`src/rtl/sdram_arbit_pkg.sv`:
```
// Shared definitions for the SDRAM command arbiter: command encodings, the
// {cs,ras,cas,we} bit order, and the one-hot arbiter state encoding.
package sdram_arbit_pkg;

    // Command bus bit positions within {cs,ras,cas,we}
    localparam int unsigned CMD_CS_BIT  = 3;
    localparam int unsigned CMD_RAS_BIT = 2;
    localparam int unsigned CMD_CAS_BIT = 1;
    localparam int unsigned CMD_WE_BIT  = 0;

    localparam logic [3:0] CMD_NOP   = 4'b0111;
    localparam logic [3:0] CMD_AREF  = 4'b0001;
    localparam logic [3:0] CMD_PRECH = 4'b0010;

    // One-hot arbiter states
    typedef enum logic [4:0] {
        StInit  = 5'b00001,
        StArbit = 5'b00010,
        StAref  = 5'b00100,
        StWrite = 5'b01000,
        StRead  = 5'b10000
    } arb_state_e;

endpackage

```
`src/rtl/sdram_arbit_ref_timer.sv`:
```
// Periodic refresh timer. Counts while run is high, raises ref_req every
// REF_PERIOD_CYC cycles and flags ref_overrun (sticky) when a period expires
// with the previous request still unserved. ack clears ref_req.
module sdram_arbit_ref_timer #(
    parameter int unsigned REF_PERIOD_CYC = 780
) (
    input  logic sclk,
    input  logic reset,
    input  logic run,
    input  logic ack,
    output logic ref_req,
    output logic ref_overrun
);

    localparam int unsigned CNT_W = (REF_PERIOD_CYC > 1) ? $clog2(REF_PERIOD_CYC) : 1;
    localparam logic [CNT_W-1:0] CNT_MAX = CNT_W'(REF_PERIOD_CYC - 1);

    logic [CNT_W-1:0] cnt_q;
    logic             expire;

    assign expire = run && (cnt_q == CNT_MAX);

    // Counter held at zero while not running; request and overrun flags
    always_ff @(posedge sclk) begin
        if (reset) begin
            cnt_q       <= '0;
            ref_req     <= 1'b0;
            ref_overrun <= 1'b0;
        end else begin
            if (!run || expire) begin
                cnt_q <= '0;
            end else begin
                cnt_q <= cnt_q + 1'b1;
            end
            // A fresh expiry wins over a same-cycle acknowledge
            ref_req <= expire | (ref_req & ~ack);
            if (expire && ref_req) begin
                ref_overrun <= 1'b1;
            end
        end
    end

endmodule

```
`src/rtl/sdram_arbit.sv`:
```
// SDRAM command arbiter. Grants the command bus to the init, auto-refresh,
// write or read engine and muxes the granted engine onto the pins.
// Refresh always has top priority; write beats read unless SDRAM_ARB_RR_EN is
// defined, in which case write and read alternate when both are pending.
module sdram_arbit
    import sdram_arbit_pkg::*;
#(
    parameter int unsigned REF_PERIOD_CYC = 780,
    parameter int unsigned ADDR_W         = 12,
    parameter int unsigned BA_W           = 2
) (
    input  logic              sclk,
    input  logic              reset,
    input  logic              init_done,
    input  logic [3:0]        init_cmd,
    input  logic [BA_W-1:0]   init_bank,
    input  logic [ADDR_W-1:0] init_addr,
    input  logic [3:0]        aref_cmd,
    input  logic [BA_W-1:0]   aref_bank,
    input  logic [ADDR_W-1:0] aref_addr,
    input  logic [3:0]        wr_cmd,
    input  logic [BA_W-1:0]   wr_bank,
    input  logic [ADDR_W-1:0] wr_addr,
    input  logic [3:0]        rd_cmd,
    input  logic [BA_W-1:0]   rd_bank,
    input  logic [ADDR_W-1:0] rd_addr,
    input  logic              aref_end,
    input  logic              wr_end,
    input  logic              rd_end,
    input  logic              wr_trig,
    input  logic              rd_trig,
    output logic              aref_en,
    output logic              wr_en,
    output logic              rd_en,
    output logic              ref_req,
    output logic              ref_overrun,
    output logic [3:0]        sdram_cmd,
    output logic [BA_W-1:0]   sdram_bank,
    output logic [ADDR_W-1:0] sdram_addr
);

    arb_state_e state_q;
    logic       wr_pend_q;
    logic       rd_pend_q;
    logic       pick_aref;
    logic       pick_wr;
    logic       pick_rd;
    logic       timer_run;
`ifdef SDRAM_ARB_RR_EN
    logic       prefer_wr_q;
`endif

    assign timer_run = (state_q != StInit);

    sdram_arbit_ref_timer #(
        .REF_PERIOD_CYC (REF_PERIOD_CYC)
    ) u_ref_timer (
        .sclk        (sclk),
        .reset       (reset),
        .run         (timer_run),
        .ack         (pick_aref),
        .ref_req     (ref_req),
        .ref_overrun (ref_overrun)
    );

    // Arbitration decision, only meaningful in ARBIT; uses registered ref_req
    always_comb begin
        pick_aref = 1'b0;
        pick_wr   = 1'b0;
        pick_rd   = 1'b0;
        if (state_q == StArbit) begin
            if (ref_req) begin
                pick_aref = 1'b1;
            end else if (wr_pend_q && rd_pend_q) begin
`ifdef SDRAM_ARB_RR_EN
                pick_wr = prefer_wr_q;
                pick_rd = ~prefer_wr_q;
`else
                pick_wr = 1'b1;
`endif
            end else if (wr_pend_q) begin
                pick_wr = 1'b1;
            end else if (rd_pend_q) begin
                pick_rd = 1'b1;
            end
        end
    end

    // Arbiter FSM with registered grants and request latches
    always_ff @(posedge sclk) begin
        if (reset) begin
            state_q   <= StInit;
            aref_en   <= 1'b0;
            wr_en     <= 1'b0;
            rd_en     <= 1'b0;
            wr_pend_q <= 1'b0;
            rd_pend_q <= 1'b0;
`ifdef SDRAM_ARB_RR_EN
            prefer_wr_q <= 1'b1;
`endif
        end else begin
            // A trig coinciding with the clear keeps the request pending
            wr_pend_q <= wr_trig | (wr_pend_q & ~pick_wr);
            rd_pend_q <= rd_trig | (rd_pend_q & ~pick_rd);
`ifdef SDRAM_ARB_RR_EN
            if (pick_wr) begin
                prefer_wr_q <= 1'b0;
            end else if (pick_rd) begin
                prefer_wr_q <= 1'b1;
            end
`endif
            unique case (state_q)
                StInit: begin
                    if (init_done) state_q <= StArbit;
                end
                StArbit: begin
                    if (pick_aref) begin
                        state_q <= StAref;
                        aref_en <= 1'b1;
                    end else if (pick_wr) begin
                        state_q <= StWrite;
                        wr_en   <= 1'b1;
                    end else if (pick_rd) begin
                        state_q <= StRead;
                        rd_en   <= 1'b1;
                    end
                end
                StAref: begin
                    if (aref_end) begin
                        state_q <= StArbit;
                        aref_en <= 1'b0;
                    end
                end
                StWrite: begin
                    if (wr_end) begin
                        state_q <= StArbit;
                        wr_en   <= 1'b0;
                    end
                end
                StRead: begin
                    if (rd_end) begin
                        state_q <= StArbit;
                        rd_en   <= 1'b0;
                    end
                end
                default: begin
                    state_q <= StInit;
                    aref_en <= 1'b0;
                    wr_en   <= 1'b0;
                    rd_en   <= 1'b0;
                end
            endcase
        end
    end

    // Pin mux from the registered state; ARBIT parks the bus on NOP
    always_comb begin
        sdram_cmd  = CMD_NOP;
        sdram_bank = '0;
        sdram_addr = '0;
        case (state_q)
            StInit: begin
                sdram_cmd  = init_cmd;
                sdram_bank = init_bank;
                sdram_addr = init_addr;
            end
            StAref: begin
                sdram_cmd  = aref_cmd;
                sdram_bank = aref_bank;
                sdram_addr = aref_addr;
            end
            StWrite: begin
                sdram_cmd  = wr_cmd;
                sdram_bank = wr_bank;
                sdram_addr = wr_addr;
            end
            StRead: begin
                sdram_cmd  = rd_cmd;
                sdram_bank = rd_bank;
                sdram_addr = rd_addr;
            end
            default: ;
        endcase
    end

endmodule

```
`config.mk`:
```
export PLATFORM = sky130hd
export DESIGN_NAME = sdram_arbit
export DESIGN_NICKNAME = d
export VERILOG_FILES = /design/src/rtl/sdram_arbit_pkg.sv /design/src/rtl/sdram_arbit_ref_timer.sv /design/src/rtl/sdram_arbit.sv
export SDC_FILE = /design/constraint.sdc
export NUM_CORES = 1
export LEC_CHECK = 0
export CAP_MARGIN = 20
export CORE_MARGIN = 4
export CORE_UTILIZATION = 38
export CTS_CLUSTER_DIAMETER = 40
export DETAILED_ROUTE_END_ITERATION = 12
export MAX_ROUTING_LAYER = met4
export PLACE_DENSITY = 0.83
export SLEW_MARGIN = 20
export SYNTH_ARGS = -nofsm -noshare
export SYNTH_HDL_FRONTEND = slang
export SYNTH_SLANG_ARGS = --single-unit
```
`constraint.sdc`:
```
create_clock -name sclk -period 3.9 [get_ports sclk]
set_input_delay 0.78 -clock sclk [delete_from_list [all_inputs] [get_ports sclk]]
set_output_delay 0.78 -clock sclk [all_outputs]
set_load 0.05 [all_outputs]
```
==> flow_summary.json, run 1 <==
{
  "floorplan.core_area_um2": 3740,
  "root_buffer": "clkbuf_8",
  "cp_top_family": "simple AND/OR/NAND/NOR gates",
  "synth.net_count": 269,
  "cp.required_ns": 3.12,
  "syn_to_final_growth_pct": 69.2,
  "cp_slowest_cell": "clkdlybuf4s50_1",
  "initialDrtViolationCount": 112,
  "finish.net_count": 361,
  "clk_pin_slew_worst_paths_ns": 0.08,
  "leakage_nw": 0.967,
  "ys.warnings.count": 0,
  "total_number_of_placement_rows": 22,
  "number_of_post_cts_setup_repair_buffers": 0,
  "tightestPinTransition_ns": 0.760,
  "tritoncts_num_sinks": 22,
  "critical_path.startpoint_type": "flip-flop",
  "hold_buffers": 0,
  "maximum_number_of_pins_on_one_net_before_global_route_repair": 21,
  "drc_violation_count_after_routing": 0,
  "cts_resized": 0,
  "finalHoldViolations": 0,
  "synthesis.area_per_instance_um2": 8.05,
  "max_freq_ghz": 0.278,
  "gp_routability_congestion": 0.871,
  "routed_wire_length_per_instance_um": 16.7,
  "synth_top_cell_by_area": "dfxtp_1",
  "power.density_nw_per_um2": 679,
  "floorplan.initialDensity": 0.404,
  "hold_class": "flip-flop to flip-flop",
  "ys_types": 42,
  "die-width_um": 71.1,
  "worstPathBufferInverterCount": 1,
  "setup_viol": 0,
  "synth-seq-area-share": 0.291,
  "run_status": "completed",
  "postSynthRegisterBits": 22,
  "num_vias": 1785,
  "sum_of_negative_setup_slack_ns": 0,
  "layout_worst_path_cycle_share": 0.923,
  "port-buffer-count": 102,
  "yosys-top-cells-area": "dfxtp_1, a22oi_1, nand2_1, nor2_1, buf_6",
  "cts-buffers-inserted": 3,
  "critPathKind": "flip-flop to output port",
  "synth-edff-count": 0,
  "number_of_ports_placed_on_the_die_boundary": 103,
  "drive_gt1_frac": 0.0538,
  "detailed_place_hpwl_um": 4410,
  "numPlacedInstances": 323,
  "grt_remaining_overflow": 0,
  "layout_commonest_cell": "clkdlybuf4s50_1",
  "cts_tree": "done",
  "grt_antenna_before_repair": 0,
  "post_synthesis_instance_area_um2": 1510,
  "final_antenna_net_count": 0,
  "die-height_um": 71.1,
  "remaining_max_slew_budget_at_the_tightest_pin": 0.493,
  "timing.clock.skew_ns": 0.00504,
  "fin_total_pwr_mw": 1.74,
  "dp_worst_setup_slack_ns": 0.608,
  "cap_violations": 0,
  "vias_per_cell": 5.46,
  "worst_path_arrival_time_ns": 2.82,
  "tritonroute_pass_1_iters": 7,
  "routed_wirelength_um": 5480,
  "cts_buffer_depth": 2,
  "timing.critical_path.to_type": "output port",
  "rsz_0062_raised_after_global_routing": "false",
  "synth_top_flop_cell": "dfxtp_1",
  "postLayoutSetupSlackWorst_ns": 0.302,
  "critical_path.cell_chain": "or4b_4 > nor2_4 > a22oi_1 > nand3_1 > clkdlybuf4s50_1",
  "num_antenna_cells": 0,
  "netlist.area_leader.share": 0.291,
  "async_reset_ff_frac": 0,
  "vdd_ir_drop_max_v": 0.000501,
  "finalMaxSlewViolations": 0,
  "all_layer_global_routing_usage": 0.216,
  "cp_max_fo": 20,
  "die-area_um2": 5050,
  "insertion_delay_ns": 0.27,
  "layoutNonFillerInstCount": 327,
  "first_global_vias": 1848,
  "htree_num_levels": 1,
  "first_pass_grt_wire_length_um": 8600,
  "synthesis.instances": 188,
  "cpPeakStageDelay_ns": 0.83,
  "most_used_cells_in_the_layout_excluding_fill_and_tap_cells": "clkdlybuf4s50_1, a22oi_1, nand2_1, dfxtp_1, nor2_1",
  "fin_crit_ns": 3.60
}
## cell type report
class / count / area (µm²)
fillers: 314 / 1180
repair buffers: 102 / 1020
multi-input cells: 146 / 948
flip-flops and latches: 22 / 440
well taps: 48 / 60.1
clock buffers: 3 / 41.3
clock inverters: 1 / 30.0
inverters: 5 / 18.8
## flip-flops by register name (all words and copies together) (netlist names)
signal                   flops
state_q                      5
u_ref_timer.cnt_q           10
rd_en                        1
aref_en                      1
rd_pend_q                    1
u_ref_timer.ref_overrun      1
wr_pend_q                    1
u_ref_timer.ref_req          1
wr_en                        1
## synthesized netlist by cell type (2+ instances only)
master    number
a21oi_1        5
a22oi_1       37
and3_1         4
and3b_1        2
and4_1         2
buf_2          5
buf_4          3
buf_6          4
clkbuf_1       2
dfxtp_1       22
inv_1          5
nand2_1       23
nand3_1        7
nor2_1        20
nor3_1         3
nor3_2         2
nor3b_1        4
nor4b_1        3
o21a_1         2
o21ai_0        3
o221a_2        2
xnor2_1        4
xor2_1         5
## cell families after synthesis
logic type / count (synthesis) / share of synthesized area
flops: 22 / 0.291
simple gates: 78 / 0.277
mux: 1 / 0.00662
xor+xnor: 9 / 0.0521
compound gates: 57 / 0.283
fa+ha+maj: 1 / 0.00827
buf+inv: 20 / 0.0819
## stage by stage
step | instance area, µm² | hold slack [ns] | util
finish | 2560 | 0.442 | 0.684
CTS | 2560 | 0.442 | 0.684
detailed placement | 2490 | 0.430 | 0.665
global placement | 2490 | 0.432 | 0.665
floorplan | 1510 | 0.412 | -
global route | 2560 | 0.483 | 0.684
## metal layers
| metal | GRT usage | share of wire |
|---|---|---|
| met5 | - | 0 |
| met2 | 0.379 | 0.53 |
| met4 | 0.0313 | 0.0073 |
| met1 | 0.254 | 0.39 |
| met3 | 0.0554 | 0.066 |
## where the power goes
part	total (mW)	leakage, nW	switching, mW	internal, mW
clock	0.215	0.0357	0.0777	0.137
combinational	1.22	0.753	0.774	0.445
sequential	0.304	0.179	0.0485	0.255
total	1.74	0.967	0.900	0.837
## path summary, 6_finish.rpt
check	start	depth (start not counted)	end	slack (ns)
min reg2reg	u_ref_timer.cnt_q[0]	1	u_ref_timer.cnt_q[0]	0.44
max reg2reg	u_ref_timer.cnt_q[7]	5	u_ref_timer.cnt_q[8]	1.96
min	u_ref_timer.cnt_q[0]	1	u_ref_timer.cnt_q[0]	0.44
max	state_q[4]	5	sdram_cmd[2]	0.30
Note: power is estimated with default switching activity, not from simulation.
==> inputs of run 2 (changes only) <==
CORE_ASPECT_RATIO = 0.9   (was unset)
==> flow_summary.json, run 2 (synthesis results as in run 1) <==
{
  "run_status": "completed",
  "routed_wirelength_um": 5570,
  "timing.clock.skew_ns": 0.00232,
  "crit_path_start": "state_q[4]",
  "finalMaxSlewViolations": 0,
  "vias_per_cell": 5.18,
  "finalHoldViolations": 0,
  "gp_routability_congestion": 0.902,
  "port-buffer-count": 102,
  "max_flop_register": "u_ref_timer.cnt_q",
  "layout_worst_path_cycle_share": 0.915,
  "num_antenna_cells": 0,
  "die-width_um": 74.5,
  "worst_path_arrival_time_ns": 2.79,
  "leakage_nw": 0.960,
  "die-area_um2": 5060,
  "syn_to_final_growth_pct": 68.0,
  "rsz_0062_raised_after_global_routing": "false",
  "critical_path.startpoint_type": "flip-flop",
  "first_pass_grt_wire_length_um": 8190,
  "fin_crit_ns": 3.57,
  "timing.rr.end": "u_ref_timer.cnt_q[6]",
  "regToRegSetupSlack_ns": 1.95,
  "numPlacedInstances": 321,
  "cts_resized": 0,
  "all_layer_global_routing_usage": 0.216,
  "root_buffer": "clkbuf_8",
  "number_of_post_cts_setup_repair_buffers": 0,
  "setup_viol": 0,
  "floorplan.initialDensity": 0.400,
  "clk_pin_slew_worst_paths_ns": 0.08,
  "remaining_max_slew_budget_at_the_tightest_pin": 0.462,
  "tritoncts_num_sinks": 22,
  "htree_num_levels": 1,
  "cap_violations": 0,
  "cp.required_ns": 3.12,
  "timing.critical_path.to_type": "output port",
  "tightestPinTransition_ns": 0.807,
  "initialDrtViolationCount": 100,
  "max_freq_ghz": 0.280,
  "grt_remaining_overflow": 0,
  "postLayoutSetupSlackWorst_ns": 0.331,
  "ff2ff_path_depth": 4,
  "post_route_utilization": 0.672,
  "detailed_place_hpwl_um": 4440,
  "layout_top_registers": "u_ref_timer.cnt_q: 10 flops, state_q: 5 flops",
  "finish.net_count": 361,
  "hold_path_depth": 1,
  "insertion_delay_ns": 0.26,
  "maximum_number_of_pins_on_one_net_before_global_route_repair": 21,
  "worstHoldStart": "u_ref_timer.cnt_q[0]",
  "cts_tree": "done",
  "grt_antenna_before_repair": 0,
  "layoutNonFillerInstCount": 325,
  "total_number_of_placement_rows": 21,
  "drive_gt1_frac": 0.0538,
  "hold_buffers": 0,
  "cts-buffers-inserted": 3,
  "most_used_cells_in_the_layout_excluding_fill_and_tap_cells": "clkdlybuf4s50_1, a22oi_1, nand2_1, dfxtp_1, nor2_1",
  "sum_of_negative_setup_slack_ns": 0,
  "final_antenna_net_count": 0,
  "die-height_um": 67.9,
  "power.density_nw_per_um2": 663,
  "cp_max_fo": 20,
  "first_global_vias": 1636,
  "dp_worst_setup_slack_ns": 0.647,
  "hold_class": "flip-flop to flip-flop",
  "routed_wire_length_per_instance_um": 17.1,
  "vdd_ir_drop_max_v": 0.000494,
  "whs_endpoint": "u_ref_timer.cnt_q[0]",
  "layout_commonest_cell": "clkdlybuf4s50_1",
  "critPathKind": "flip-flop to output port",
  "worst_r2r_startpoint": "state_q[1]",
  "tritonroute_pass_1_iters": 4,
  "num_vias": 1683,
  "number_of_ports_placed_on_the_die_boundary": 103,
  "cts_buffer_depth": 2,
  "largest_reg_flops": 10,
  "drc_violation_count_after_routing": 0,
  "floorplan.core_area_um2": 3780
}
[run 2: cell types whose count changed in the layout (fill, tap and decap cells not counted), sizes merged]
cell / delta
bufinv: -1
clkbuf: +1
[run 2: report_power, final]
| part | switching, mW | internal, mW |
|---|---|---|
| Combinational | 0.771 | 0.445 |
| Clock | 0.0736 | 0.0901 |
| Sequential | 0.0492 | 0.255 |
| Total | 0.894 | 0.790 |
[run 2: layout make-up]
type,count,area [µm²]
multi-input combinational,146,948
tap,46,57.6
timing repair buffer,102,1020
sequential,22,440
clock buffer,4,55.1
fill,322,1240
inverter,5,18.8
[run 2: through the flow]
stage                     area [µm²]  power (mW)  hold slack, ns
after floorplan                 1510        1.14           0.412
after global placement          2490        1.50           0.427
after detailed placement        2490        1.52           0.429
after CTS                       2540        1.69           0.440
after global routing            2540        1.78           0.474
final                           2540        1.68           0.437
[run 2: worst max-delay path: stages (launching register included)]
cell	delay [ns]
dfxtp_1	0.47
or4b_4	0.52
nor2_4	0.41
a22oi_1	0.18
nand3_1	0.13
clkdlybuf4s50_1	0.81
[run 2: how the worst max path moves through the flow]
stage / endpoint / slack (ns) / cells after the start
3_5_place_dp: sdram_cmd[1] / 0.65 / 5
4_1_cts: sdram_cmd[1] / 0.35 / 5
5_1_grt: sdram_addr[9] / 0.12 / 5
6_report: sdram_cmd[0] / 0.33 / 5
3_3_place_gp: sdram_cmd[1] / 0.68 / 5
2_1_floorplan: sdram_addr[0] / 1.38 / 7
[run 2: metal layers]
metal,track usage,up-vias,share of wire
met3,0.0367,10,0.035
li1,-,877,-
met2,0.363,38,0.53
met4,0.0511,0,0.016
met1,0.272,758,0.41
met5,-,-,0
